--- config.mk ---
export PLATFORM = sky130hd
export DESIGN_NAME = uart_reg_bridge
export DESIGN_NICKNAME = d
export VERILOG_FILES = /design/src/rtl/uart_reg_bridge.sv
export SDC_FILE = /design/constraint.sdc
export NUM_CORES = 1
export LEC_CHECK = 0
export CAP_MARGIN = 20
export CORE_AREA = 2 2 101 64
export DETAILED_ROUTE_END_ITERATION = 6
export DIE_AREA = 0 0 103 66
export GPL_TIMING_DRIVEN = 0
export PLACE_DENSITY_LB_ADDON = 0.15
export SYNTH_ARGS = -nofsm -noshare
export SYNTH_HDL_FRONTEND = slang
export SYNTH_SLANG_ARGS = --single-unit
--- constraint.sdc ---
create_clock -name clk -period 2.76 [get_ports clk]
set_clock_uncertainty 0.1 [all_clocks]
set_input_delay 0.276 -clock clk [delete_from_list [all_inputs] [get_ports clk]]
set_output_delay 0.276 -clock clk [all_outputs]
set_load 0.005 [all_outputs]
--- src/rtl/uart_reg_bridge.sv ---
// uart_reg_bridge: byte-level command engine sitting behind a UART.
// Decodes SYNC/'W'/addr/data and SYNC/'R'/addr frames from the receive
// strobe stream, drives a simple 8-bit register bus, and answers each
// frame with 'K', 'D'+data or 'E' through the transmit handshake.
module uart_reg_bridge #(
  parameter logic [7:0]  SYNC_BYTE      = 8'hA5,
  parameter logic [19:0] TIMEOUT_CYCLES = 20'd520000
) (
  input  logic       clk,
  input  logic       rst,
  input  logic [7:0] rx_byte,
  input  logic       rx_available,
  input  logic       is_transmitting,
  output logic [7:0] tx_byte,
  output logic       tx_enable,
  output logic [7:0] reg_addr,
  output logic [7:0] reg_wdata,
  output logic       reg_we,
  output logic       reg_re,
  input  logic [7:0] reg_rdata,
  output logic       busy,
  output logic       frame_err
);

  localparam logic [7:0] CMD_WRITE = 8'h57;  // 'W'
  localparam logic [7:0] CMD_READ  = 8'h52;  // 'R'
  localparam logic [7:0] RSP_ACK   = 8'h4B;  // 'K'
  localparam logic [7:0] RSP_DATA  = 8'h44;  // 'D'
  localparam logic [7:0] RSP_ERR   = 8'h45;  // 'E'

  typedef enum logic [3:0] {
    S_IDLE,
    S_CMD,
    S_ADDR,
    S_DATA,
    S_REG_WR,
    S_REG_RD,
    S_RD_CAP,
    S_TX1,
    S_TX1_WAIT,
    S_TX2,
    S_TX2_WAIT
  } state_t;

  state_t      r_state;
  logic [19:0] r_cnt;         // idle clocks since the last byte of the frame
  logic        r_is_read;     // current frame is a read
  logic        r_guard;       // skip the cycle before the UART raises busy
  logic [7:0]  r_rdata_hold;  // read data waiting for the second reply byte

  logic        w_in_frame;
  logic        w_timeout;
  logic [19:0] w_cnt_next;

  // Only the byte-collecting states are subject to the inter-byte timeout.
  assign w_in_frame = (r_state == S_CMD) || (r_state == S_ADDR) || (r_state == S_DATA);
  assign w_timeout  = (r_cnt == (TIMEOUT_CYCLES - 20'd1));
  // Saturate instead of wrapping so a huge TIMEOUT_CYCLES never aliases.
  assign w_cnt_next = (r_cnt == 20'hFFFFF) ? r_cnt : (r_cnt + 20'd1);
  assign busy       = (r_state != S_IDLE);

  // Command FSM with registered bus, transmit and error outputs.
  always_ff @(posedge clk) begin
    if (rst) begin
      r_state      <= S_IDLE;
      r_cnt        <= 20'd0;
      r_is_read    <= 1'b0;
      r_guard      <= 1'b0;
      r_rdata_hold <= 8'h00;
      tx_byte      <= 8'h00;
      tx_enable    <= 1'b0;
      reg_addr     <= 8'h00;
      reg_wdata    <= 8'h00;
      reg_we       <= 1'b0;
      reg_re       <= 1'b0;
      frame_err    <= 1'b0;
    end else begin
      // Strobes are single-cycle unless re-asserted below.
      tx_enable <= 1'b0;
      reg_we    <= 1'b0;
      reg_re    <= 1'b0;
      frame_err <= 1'b0;

      if (w_in_frame && w_timeout) begin
        // Timeout beats a coinciding byte: abandon the frame silently.
        r_state   <= S_IDLE;
        r_cnt     <= 20'd0;
        frame_err <= 1'b1;
      end else begin
        case (r_state)
          S_IDLE: begin
            r_cnt <= 20'd0;
            if (rx_available && (rx_byte == SYNC_BYTE)) begin
              r_state <= S_CMD;
            end
          end

          S_CMD: begin
            if (rx_available) begin
              r_cnt <= 20'd0;
              if (rx_byte == CMD_WRITE) begin
                r_is_read <= 1'b0;
                r_state   <= S_ADDR;
              end else if (rx_byte == CMD_READ) begin
                r_is_read <= 1'b1;
                r_state   <= S_ADDR;
              end else begin
                r_is_read <= 1'b0;
                tx_byte   <= RSP_ERR;
                frame_err <= 1'b1;
                r_state   <= S_TX1;
              end
            end else begin
              r_cnt <= w_cnt_next;
            end
          end

          S_ADDR: begin
            // A SYNC value here is just an address; no resync inside a frame.
            if (rx_available) begin
              r_cnt    <= 20'd0;
              reg_addr <= rx_byte;
              if (r_is_read) begin
                reg_re  <= 1'b1;
                r_state <= S_REG_RD;
              end else begin
                r_state <= S_DATA;
              end
            end else begin
              r_cnt <= w_cnt_next;
            end
          end

          S_DATA: begin
            if (rx_available) begin
              r_cnt     <= 20'd0;
              reg_wdata <= rx_byte;
              reg_we    <= 1'b1;
              r_state   <= S_REG_WR;
            end else begin
              r_cnt <= w_cnt_next;
            end
          end

          S_REG_WR: begin
            r_cnt   <= 20'd0;
            tx_byte <= RSP_ACK;
            r_state <= S_TX1;
          end

          S_REG_RD: begin
            // reg_re is high during this cycle; data arrives next cycle.
            r_cnt   <= 20'd0;
            r_state <= S_RD_CAP;
          end

          S_RD_CAP: begin
            r_cnt        <= 20'd0;
            r_rdata_hold <= reg_rdata;
            tx_byte      <= RSP_DATA;
            r_state      <= S_TX1;
          end

          S_TX1: begin
            r_cnt <= 20'd0;
            if (!is_transmitting) begin
              tx_enable <= 1'b1;
              r_guard   <= 1'b1;
              r_state   <= S_TX1_WAIT;
            end
          end

          S_TX1_WAIT: begin
            r_cnt <= 20'd0;
            if (r_guard) begin
              r_guard <= 1'b0;
            end else if (!is_transmitting) begin
              if (r_is_read) begin
                tx_byte <= r_rdata_hold;
                r_state <= S_TX2;
              end else begin
                r_state <= S_IDLE;
              end
            end
          end

          S_TX2: begin
            r_cnt <= 20'd0;
            if (!is_transmitting) begin
              tx_enable <= 1'b1;
              r_guard   <= 1'b1;
              r_state   <= S_TX2_WAIT;
            end
          end

          S_TX2_WAIT: begin
            r_cnt <= 20'd0;
            if (r_guard) begin
              r_guard <= 1'b0;
            end else if (!is_transmitting) begin
              r_state <= S_IDLE;
            end
          end

          default: begin
            r_cnt   <= 20'd0;
            r_state <= S_IDLE;
          end
        endcase
      end
    end
  end

endmodule

Yosys cells after proc, flatten, opt, wreduce, memory -nomap -nowiden
Cells that the tools add are included.
Word-level totals
  bits in registers: 62
  output and inout port bits: 29
Cells by class
  $add $sub $neg: 1
  equality and inequality tests: 29
  muxes and demuxes: 34
  bitwise logic cells: 6
  reduce and logical (&&, ||, !) cells: 24
Operators with widths (count)
  2-to-1 mux 8 bit: 6
  2-to-1 mux 4 bit: 11
  case mux 4 bit (10 select lines): 1
  case mux 8 bit (4 select lines): 1
  != test 2 bit (second input constant): 14
  adder 20 x 1 -> 20 bit (second input constant): 1
  equality test 20 x 19 -> 1 bit (second input constant): 1
  equality test 20 bit (second input constant): 1
  equality test 4 x 3 -> 1 bit (second input constant): 4
  equality test 8 x 7 -> 1 bit (second input constant): 2
  equality test 4 bit (second input constant): 3
  AND reduction 3 bit: 4
  2-to-1 mux 1 bit: 11
  AND reduction 10 bit: 1
  2-to-1 mux 3 bit: 3
  OR reduction 3 bit: 3
  equality test 4 x 2 -> 1 bit (second input constant): 2
  equality test 8 bit (second input constant): 1
  AND reduction 8 bit: 1
  nonzero test 4 bit: 2
  OR reduction 2 bit: 4
  OR reduction 4 bit: 2
  NOT 1 bit: 6
  equality test 4 x 1 -> 1 bit (second input constant): 1
  other kinds (6): 8

Depth between registers and ports, before layout
Gate-level depths: netlist (run 1).
  word-level depth: 6
  mapped depth: 6
  gate-level depth less buffers: 6

Least setup slack after synthesis (run 1)
Ideal clock, no wire load.
  path kind: flip-flop to flip-flop
  start point: register r_state[1]
  end point: register tx_byte[1]
  library setup time: 0.121 ns
  data arrival time: 1.760 ns
  setup slack: 0.779 ns
  stages on the path, launching flop included: 6
  buffers on the path: 0
  clock period less this slack: 1.981 ns
  path through: dfxtp_1 or4b_4 a31o_1 a211oi_4 nand2_2 mux2i_1
Between the ends
  longest elaborated chain between the ends: 6
  elaborated cells between the ends (all ways): 19
RTL lines
  from (decl): line 45  | state_t r_state;
  from (signal assigned): line 65  | r_state <= S_IDLE;
  from (signal assigned): line 86  | r_state <= S_IDLE;
  from (signal assigned): line 94  | r_state <= S_CMD;
  equality test 4 x 1 -> 1 bit or equality test 4 x 2 -> 1 bit (tied branches): line 56, 90
  logical OR 1 bit (2 in series): line 56  | assign w_in_frame = (r_state == S_CMD) || (r_state == S_ADDR) || (r_state == S_DATA);
  logical AND 1 bit: line 84  | if (w_in_frame && w_timeout) begin
  NOT 1 bit (no line)
  AND reduction 8 bit (no line)
  to (signal assigned): line 179  | tx_byte <= r_rdata_hold;
  to (decl): line 14  | output logic [7:0] tx_byte,
Several ways; a longest one is shown, not always the timed one.
A chain may end at the register's enable or synchronous reset.

Worst setup path after layout (run 1)
  start point: register r_state[2]
  end point: register r_cnt[0]
Between the ends
  longest elaborated chain between the ends: 5
  elaborated cells between the ends (all ways): 9
RTL lines
  equality test 4 x 1 -> 1 bit or equality test 4 x 2 -> 1 bit (tied branches): line 56, 90
  logical OR 1 bit (2 in series): line 56
  logical AND 1 bit: line 84
  OR reduction 4 bit (no line) (*)
  to (signal assigned): line 114  | r_cnt <= w_cnt_next;
  to (signal assigned): line 130  | r_cnt <= w_cnt_next;
  to (signal assigned): line 141  | r_cnt <= w_cnt_next;
  to (decl): line 46  | logic [19:0] r_cnt;
Every way passes the cells marked *; elsewhere a longest branch is shown, timed or not.

==> impl_results.md, run 1 <==
- Clock sink count: 62
- Largest net degree at the start of global routing: 12
- Initial antenna violation count: 0
- Vias in the first global route: 2232
- YS warnings: 0
- Crit path required time: 2.88 ns
- Cell mode on critical path: nor2_1
- Setup crit end kind: flip-flop
- P_sw: 402 uW
- Sequential fraction of the synthesis area: 43.6%
- R2R Path End: r_cnt[0]$_SDFFE_PP0P_
- Switching Fraction: 24.0%
- Post-CTS setup buffer count: 0
- Worst R2R Start: r_state[2]$_SDFFE_PP0P_
- CTS tree: yes
- Post-synthesis area per instance: 8.87 sq um
- Final Cell Area: 0.00361 sq mm
- First-pass GRT wire length: 11100 um
- Site row count: 22
- Max VDD drop: 236 uV
- Avg WL per Cell: 15.0 um
- Relative slew slack: 50.1%
- Pwr/cell area: 464 mW/mm^2
- Clock-pin slew on the worst setup and hold paths: 0.07 ns
- Period utilization: 88.1%
- Fmax: 411 MHz
- Multi-input logic area: 0.00153 sq mm
- I/O pins: 49
- Register area: 0.00124 sq mm
- GPL Wtd Cong: 0.908
- HP Class: reg2reg
- Part of the power in registers: 53.5%
- Clk network pwr share: 42.7%
- Hold buffers post-CTS: 0
- R2R Setup Slk: 0.33 ns
- Avg Vias per Cell: 5.56
- Chip Width: 103 um
- EDFF count, synth: 0
- Post-Syn Instances: 321
- Vias: 2607
- Cells taking the most area after synthesis: dfxtp_1 (44%), mux2i_1 (10%), nor2_1 (7.0%)
- Leakage power: 1.35 nW
- Final min period: 2.43 ns
- Port buffer count: 48
- Area growth syn-to-layout: 26.7%
- DRT Wirelength: 7030 um
- Final nets: 401
- Setup TNS: 0 ns
- Hpwl dp: 5110 um
- Critical path arrival: 2.55 ns
- TritonCTS Buffers: 9
- Post-DRT Antenna Nets: 0
- # fillers: 575
- DRC: 0
- Startpoint types: flip-flop
- TritonRoute pass-1 iters: 4
- CTS resizes: 0
- Root Buffer: clkbuf_8
- Share of layout cells above drive strength 1: 7.01%
- Iter 0 DRT Violations: 143
- Worst Path Class, Setup: reg2reg
- Htree depth: 3
- Util after Layout: 61.3%
- Max-cap violations: 0
- CP max stage delay: 0.42 ns
- Initial Util: 48.3%
- R2R depth: 6
- P_int: 1.27 mW
- HP Start: tx_byte[3]$_SDFFE_PP0P_
- Asr flop ratio synth: 0%
- Hold path depth: 2
- Total Routing Usage GR: 21.6%
- RSZ-0062 raised after global routing: false
- Netlist cell types: 53
- Share of the synthesized area in the top cell type: 43.6%
- Yosys top cell by area: dfxtp_1
- Crit-path slowest cell: clkbuf_1
- Core Area: 0.00589 sq mm
- Final setup fails: 0
- Critical path cell sequence: nor2_1 > nand4b_1 > o21ai_2 > or4b_1 > clkbuf_1 > nor2_1
- Maximum clock path buffer count: 2
- Post-synth top flop: dfxtp_1
- DP Area: 0.00343 sq mm
- Power share of the combinational group: 3.8%
- Net Count, Synth: 342
- Register bit total from synthesis: 62
- Vert. Die Dim: 66 um
- Worst-Margin Slew: 0.743 ns
- Slew Limit Fails: 0
- Outcome: completed
- Remaining Overflow, GRT: 0
- Die area: 0.00680 sq mm
- Antenna Cells: 0
- Mapped Area: 0.00285 sq mm
- Number of hold violations in the final report: 0
- Worst Hold Endpoint: tx_byte[3]$_SDFFE_PP0P_
- Critical path peak fanout: 10
- Skew-Pair Late Insertion Delay: 0.35 ns
worst max-delay path by stage:
stage | startpoint | to | slack [ns]
2_1_floorplan | r_state[1]$_SDFFE_PP0P_ | tx_byte[1]$_SDFFE_PP0P_ | 0.78
3_3_place_gp | r_cnt[13]$_SDFFE_PP0P_ | reg_addr[2]$_SDFFE_PP0P_ | 0.39
3_5_place_dp | r_cnt[2]$_SDFFE_PP0P_ | reg_addr[2]$_SDFFE_PP0P_ | 0.37
4_1_cts | r_cnt[2]$_SDFFE_PP0P_ | reg_addr[2]$_SDFFE_PP0P_ | 0.35
5_1_grt | r_cnt[8]$_SDFFE_PP0P_ | reg_addr[2]$_SDFFE_PP0P_ | 0.17
6_report | r_state[2]$_SDFFE_PP0P_ | r_cnt[0]$_SDFFE_PP0P_ | 0.33
critical path, delay by kind of cell, from the launching register on:
kind	cells	cell delay, ns
simple gates	4	1.02
flops	1	0.38
buf+inv	1	0.42
compound gates	1	0.37
power by group through the flow:
stage,Combinational (mW),Sequential (mW),Clock (mW)
finish,0.0641,0.895,0.715
floorplan,0.0200,0.915,0
global route,0.0681,0.894,0.770
global placement,0.0633,0.915,0
detailed placement,0.0636,0.915,0
CTS,0.0638,0.895,0.723
per-stage QoR:
step | setup WS (ns) | cells | hold WS, ns | total power, mW
floorplan | 0.779 | 321 | 0.255 | 0.935
global placement | 0.389 | 453 | 0.347 | 0.979
detailed placement | 0.368 | 453 | 0.352 | 0.979
CTS | 0.350 | 469 | 0.361 | 1.68
global route | 0.168 | 469 | 0.374 | 1.73
finish | 0.328 | 469 | 0.356 | 1.67
registers in the layout, summed over array words and instances, names as in the netlist:
register / flops
r_cnt: 20
r_rdata_hold: 8
reg_addr: 8
reg_wdata: 8
tx_byte: 8
r_state: 4
frame_err: 1
r_guard: 1
r_is_read: 1
reg_re: 1
reg_we: 1
tx_enable: 1
cells in the final DEF, fill, tap and decap left out, drive strengths merged, types with 7 or more instances in the layout:
cell type,count
dfxtp,62
nor2,54
clkdlybuf4s50,48
mux2i,29
nand2,22
clkbuf,22
a21oi,15
xor2,11
o21ai,11
nand4,10
and3,8
nor3,7
nand3,7
a211oi,7
cells by family after synthesis:
logic type | synth area share (%)
mux | 10.2
buf+inv | 2.72
compound gates | 14.4
flops | 43.6
simple gates | 24.7
fa+ha+maj | 0.439
xor+xnor | 4.00
Yosys cell counts (4+ instances only):
master / count
clkbuf_1: 12
mux2i_1: 29
a211oi_1: 6
o21ai_0: 8
nor3_1: 7
xor2_1: 11
nor2_1: 53
nand4_1: 10
nand3_1: 7
a31oi_1: 6
nand2_1: 21
inv_1: 5
and3_1: 8
dfxtp_1: 62
a21oi_1: 15
nor2b_1: 4
per-layer routing:
layer	GRT usage (%)	vias to the layer above	wire [um]
met5	0	-	0
met4	5.43	0	75
met3	8.99	6	673
met2	26.5	99	2600
met1	33.5	1208	3680
li1	-	1294	-
layout make-up:
class / count / area share, %
Tap cell: 84 / 2.91
Sequential cell: 62 / 34.4
Clock buffer: 10 / 3.81
Multi-Input combinational cell: 239 / 42.4
Timing Repair Buffer: 48 / 13.3
Inverter: 5 / 0.520
Clock inverter: 6 / 1.04
Buffer: 15 / 1.63
Note: power is estimated with default switching activity, not from simulation.
==> inputs of run 2 (changes only) <==
- CELL_PAD_IN_SITES_DETAIL_PLACEMENT: not set -> 1
- CELL_PAD_IN_SITES_GLOBAL_PLACEMENT: not set -> 1
- CORE_AREA: 2 2 101 64 -> 2 2 114 72
- DIE_AREA: 0 0 103 66 -> 0 0 116 74
- SLEW_MARGIN: not set -> 10
==> run 2 against run 1 <==
  * Worst hold slack improved by 0.0076 ns
  * Final cell count rose by 4.9%
  * Utilization fell by 11 points
  * Critical path depth did not move
  * Global-route usage rose by 0.24 points
  * Via count rose by 1.1%
  * Combinational power rose by 2%
  * Clock power rose by 64%
  * Fmax fell by 3.3%
==> impl_results.md, run 2 (synthesis gave the netlist of run 1 again) <==
- Outcome: completed
- Avg WL per Cell: 17.5 um (+16%)
- # fillers: 913 (+59%)
- Clock-pin slew on the worst setup and hold paths: 0.05 ns (-0.02 ns)
- Remaining Overflow, GRT: 0 (unchanged)
- Finished Layout Cells: 492 (+4.9%)
- Critical path cell sequence: and3_1 > nand4_1 > clkbuf_1 > o21ai_2 > mux2i_1 > nor2_1
- Max-cap violations: 0 (unchanged)
- Multi-input logic area: 0.00153 sq mm (unchanged)
- Vias in the first global route: 2585 (+16%)
- DRC: 0 (unchanged)
- WHS: 0.364 ns (+0.00757 ns)
- Vert. Die Dim: 74 um (+12%)
- Power share of the combinational group: 3.1% (-0.7 points)
- CTS resizes: 0 (unchanged)
- Avg Vias per Cell: 5.36 (-3.6%)
- DP Area: 0.00346 sq mm (+0.87%)
- Initial Util: 37.6% (-11 points)
- Fmax: 398 MHz (-3.3%)
- P_sw: 425 uW (+5.7%)
- Core Area: 0.00757 sq mm (+29%)
- Relative slew slack: 50.9% (+0.78 points)
- Max VDD drop: 222 uV (-5.7%)
- Vias: 2636 (+1.1%)
- Post-CTS setup buffer count: 0 (unchanged)
- Die area: 0.00858 sq mm (+26%)
- Htree depth: 3 (unchanged)
- Switching Fraction: 19.9% (-4.1 points)
- Site row count: 25 (+14%)
- Pwr/cell area: 567 mW/mm^2 (+22%)
- Placed insts: 477 (+5.3%)
- Antenna Cells: 0 (unchanged)
- Share of layout cells above drive strength 1: 6.25% (-0.76 points)
- Largest delay share family, worst path: simple AND/OR/NAND/NOR gates
- CTS tree: yes
- Hold buffers post-CTS: 0 (unchanged)
- Root Buffer: clkbuf_16
- Final Cell Area: 0.00377 sq mm (+4.4%)
- Period utilization: 91.1% (+3.0 points)
- Total Routing Usage GR: 21.8% (+0.24 points)
- Final nets: 401 (unchanged)
- Most common cell after layout, fill and taps aside: dfxtp_1
- Worst-Margin Slew: 0.731 ns (-0.0116 ns)
- Final setup margin: 0.244 ns (-0.0835 ns)
- P_int: 1.71 mW (+35%)
- Final setup fails: 0 (unchanged)
- Largest reg by FF count: r_cnt
- Setup crit end kind: flip-flop
- Number of hold violations in the final report: 0 (unchanged)
- Slew Limit Fails: 0 (unchanged)
- Pre-CTS WS: 0.249 ns (-0.120 ns)
- Crit path required time: 2.86 ns (-0.02 ns)
- GPL Wtd Cong: 0.818 (-10%)
- Critical path peak fanout: 10 (unchanged)
- Register area: 0.00124 sq mm (unchanged)
- Iter 0 DRT Violations: 152 (+6.3%)
- TritonRoute pass-1 iters: 4 (unchanged)
- Port buffer count: 48 (unchanged)
- DRT Wirelength: 8600 um (+22%)
- Most frequent cells in the layout: dfxtp_1 (62), nor2_1 (53), clkdlybuf4s50_1 (48)
- RSZ-0062 raised after global routing: false
- Post-DRT Antenna Nets: 0 (unchanged)
- Maximum clock path buffer count: 2 (unchanged)
- Skew-Pair Late Insertion Delay: 0.33 ns (-0.02 ns)
- TritonCTS Buffers: 9 (unchanged)
- Part of the power in registers: 42.0% (-12 points)
- Worst Path Buf+Inv: 1 (unchanged)
- Setup TNS: 0 ns (unchanged)
- Critical path arrival: 2.62 ns (+0.07 ns)
- Initial antenna violation count: 0 (unchanged)
- Largest net degree at the start of global routing: 11 (-1)
- Largest register FFs: 20 (unchanged)
- HP Class: reg2reg
- I/O pins: 49 (unchanged)
- First-pass GRT wire length: 14000 um (+26%)
- Crit-path slowest cell: o21ai_2
- Final min period: 2.52 ns (+0.0835 ns)
- Clock sink count: 62 (unchanged)
- Worst Path Class, Setup: reg2reg
- CP max stage delay: 0.60 ns (+0.18 ns)
- Hpwl dp: 6210 um (+21%)
- Startpoint types: flip-flop
- Chip Width: 116 um (+13%)
- Area growth syn-to-layout: 32.3%
- Clk network pwr share: 55.0% (+12 points)
- Leakage power: 1.41 nW (+4.6%)
[run 2: changes by cell type in the layout (fill, tap and decap cells not counted), sizes merged]
cell,change
clkinvlp,-2
clkbuf,+1
clkinv,-2
bufinv,+2
[run 2: metal layers]
layer,global-route usage (%),vias to the layer above,wire (um)
met2,28.5,69,3410
met1,32.9,1279,4570
li1,-,1284,-
met5,0,-,0
met3,8.64,4,564
met4,5.56,0,51
[run 2: final timing paths]
check	start	to	slack [ns]	cells past startpoint
setup reg to reg	r_cnt[13]$_SDFFE_PP0P_	reg_addr[5]$_SDFFE_PP0P_	0.24	6
setup / recovery	r_cnt[13]$_SDFFE_PP0P_	reg_addr[5]$_SDFFE_PP0P_	0.24	6
hold reg to reg	tx_byte[1]$_SDFFE_PP0P_	tx_byte[1]$_SDFFE_PP0P_	0.36	2
hold / removal	tx_byte[1]$_SDFFE_PP0P_	tx_byte[1]$_SDFFE_PP0P_	0.36	2
[run 2: worst register-to-register path: cells and delay by family, from the launching register on]
| family | cells | cell delay (ns) |
|---|---|---|
| flip-flops | 1 | 0.40 |
| multiplexers | 1 | 0.27 |
| AO/OA/AOI/OAI | 1 | 0.60 |
| AND/OR/NAND/NOR | 3 | 0.66 |
| buffers and inverters | 1 | 0.36 |
[run 2: cell type report]
type                       instances  share of cell area (%)
multi-input combinational        239                    40.6
sequential                        62                    32.9
timing repair buffer              48                    12.7
clock buffer                      11                    6.18
tap                              108                    3.59
clock inverter                     4                    1.93
buffer                            15                    1.56
inverter                           5                   0.498
[run 2: per-stage QoR]
step / total power, mW / util, %
4_1_cts: 2.16 / 49.8
3_5_place_dp: 0.981 / 45.8
3_3_place_gp: 0.980 / 45.8
5_1_grt: 2.21 / 49.8
6_report: 2.14 / 49.8
2_1_floorplan: 0.935 / -
[run 2: power by group through the flow]
stage / Clock, mW / Sequential (mW) / Combinational [mW]
2_1_floorplan: 0 / 0.915 / 0.0200
3_3_place_gp: 0 / 0.915 / 0.0649
3_5_place_dp: 0 / 0.915 / 0.0655
4_1_cts: 1.20 / 0.896 / 0.0656
5_1_grt: 1.24 / 0.896 / 0.0706
6_report: 1.17 / 0.897 / 0.0656
==> inputs of run 3 (changes only) <==
- CAP_MARGIN: 20 -> not set
==> results of run 3 <==
The final DEF is identical to that of run 2; final timing and power are the same.
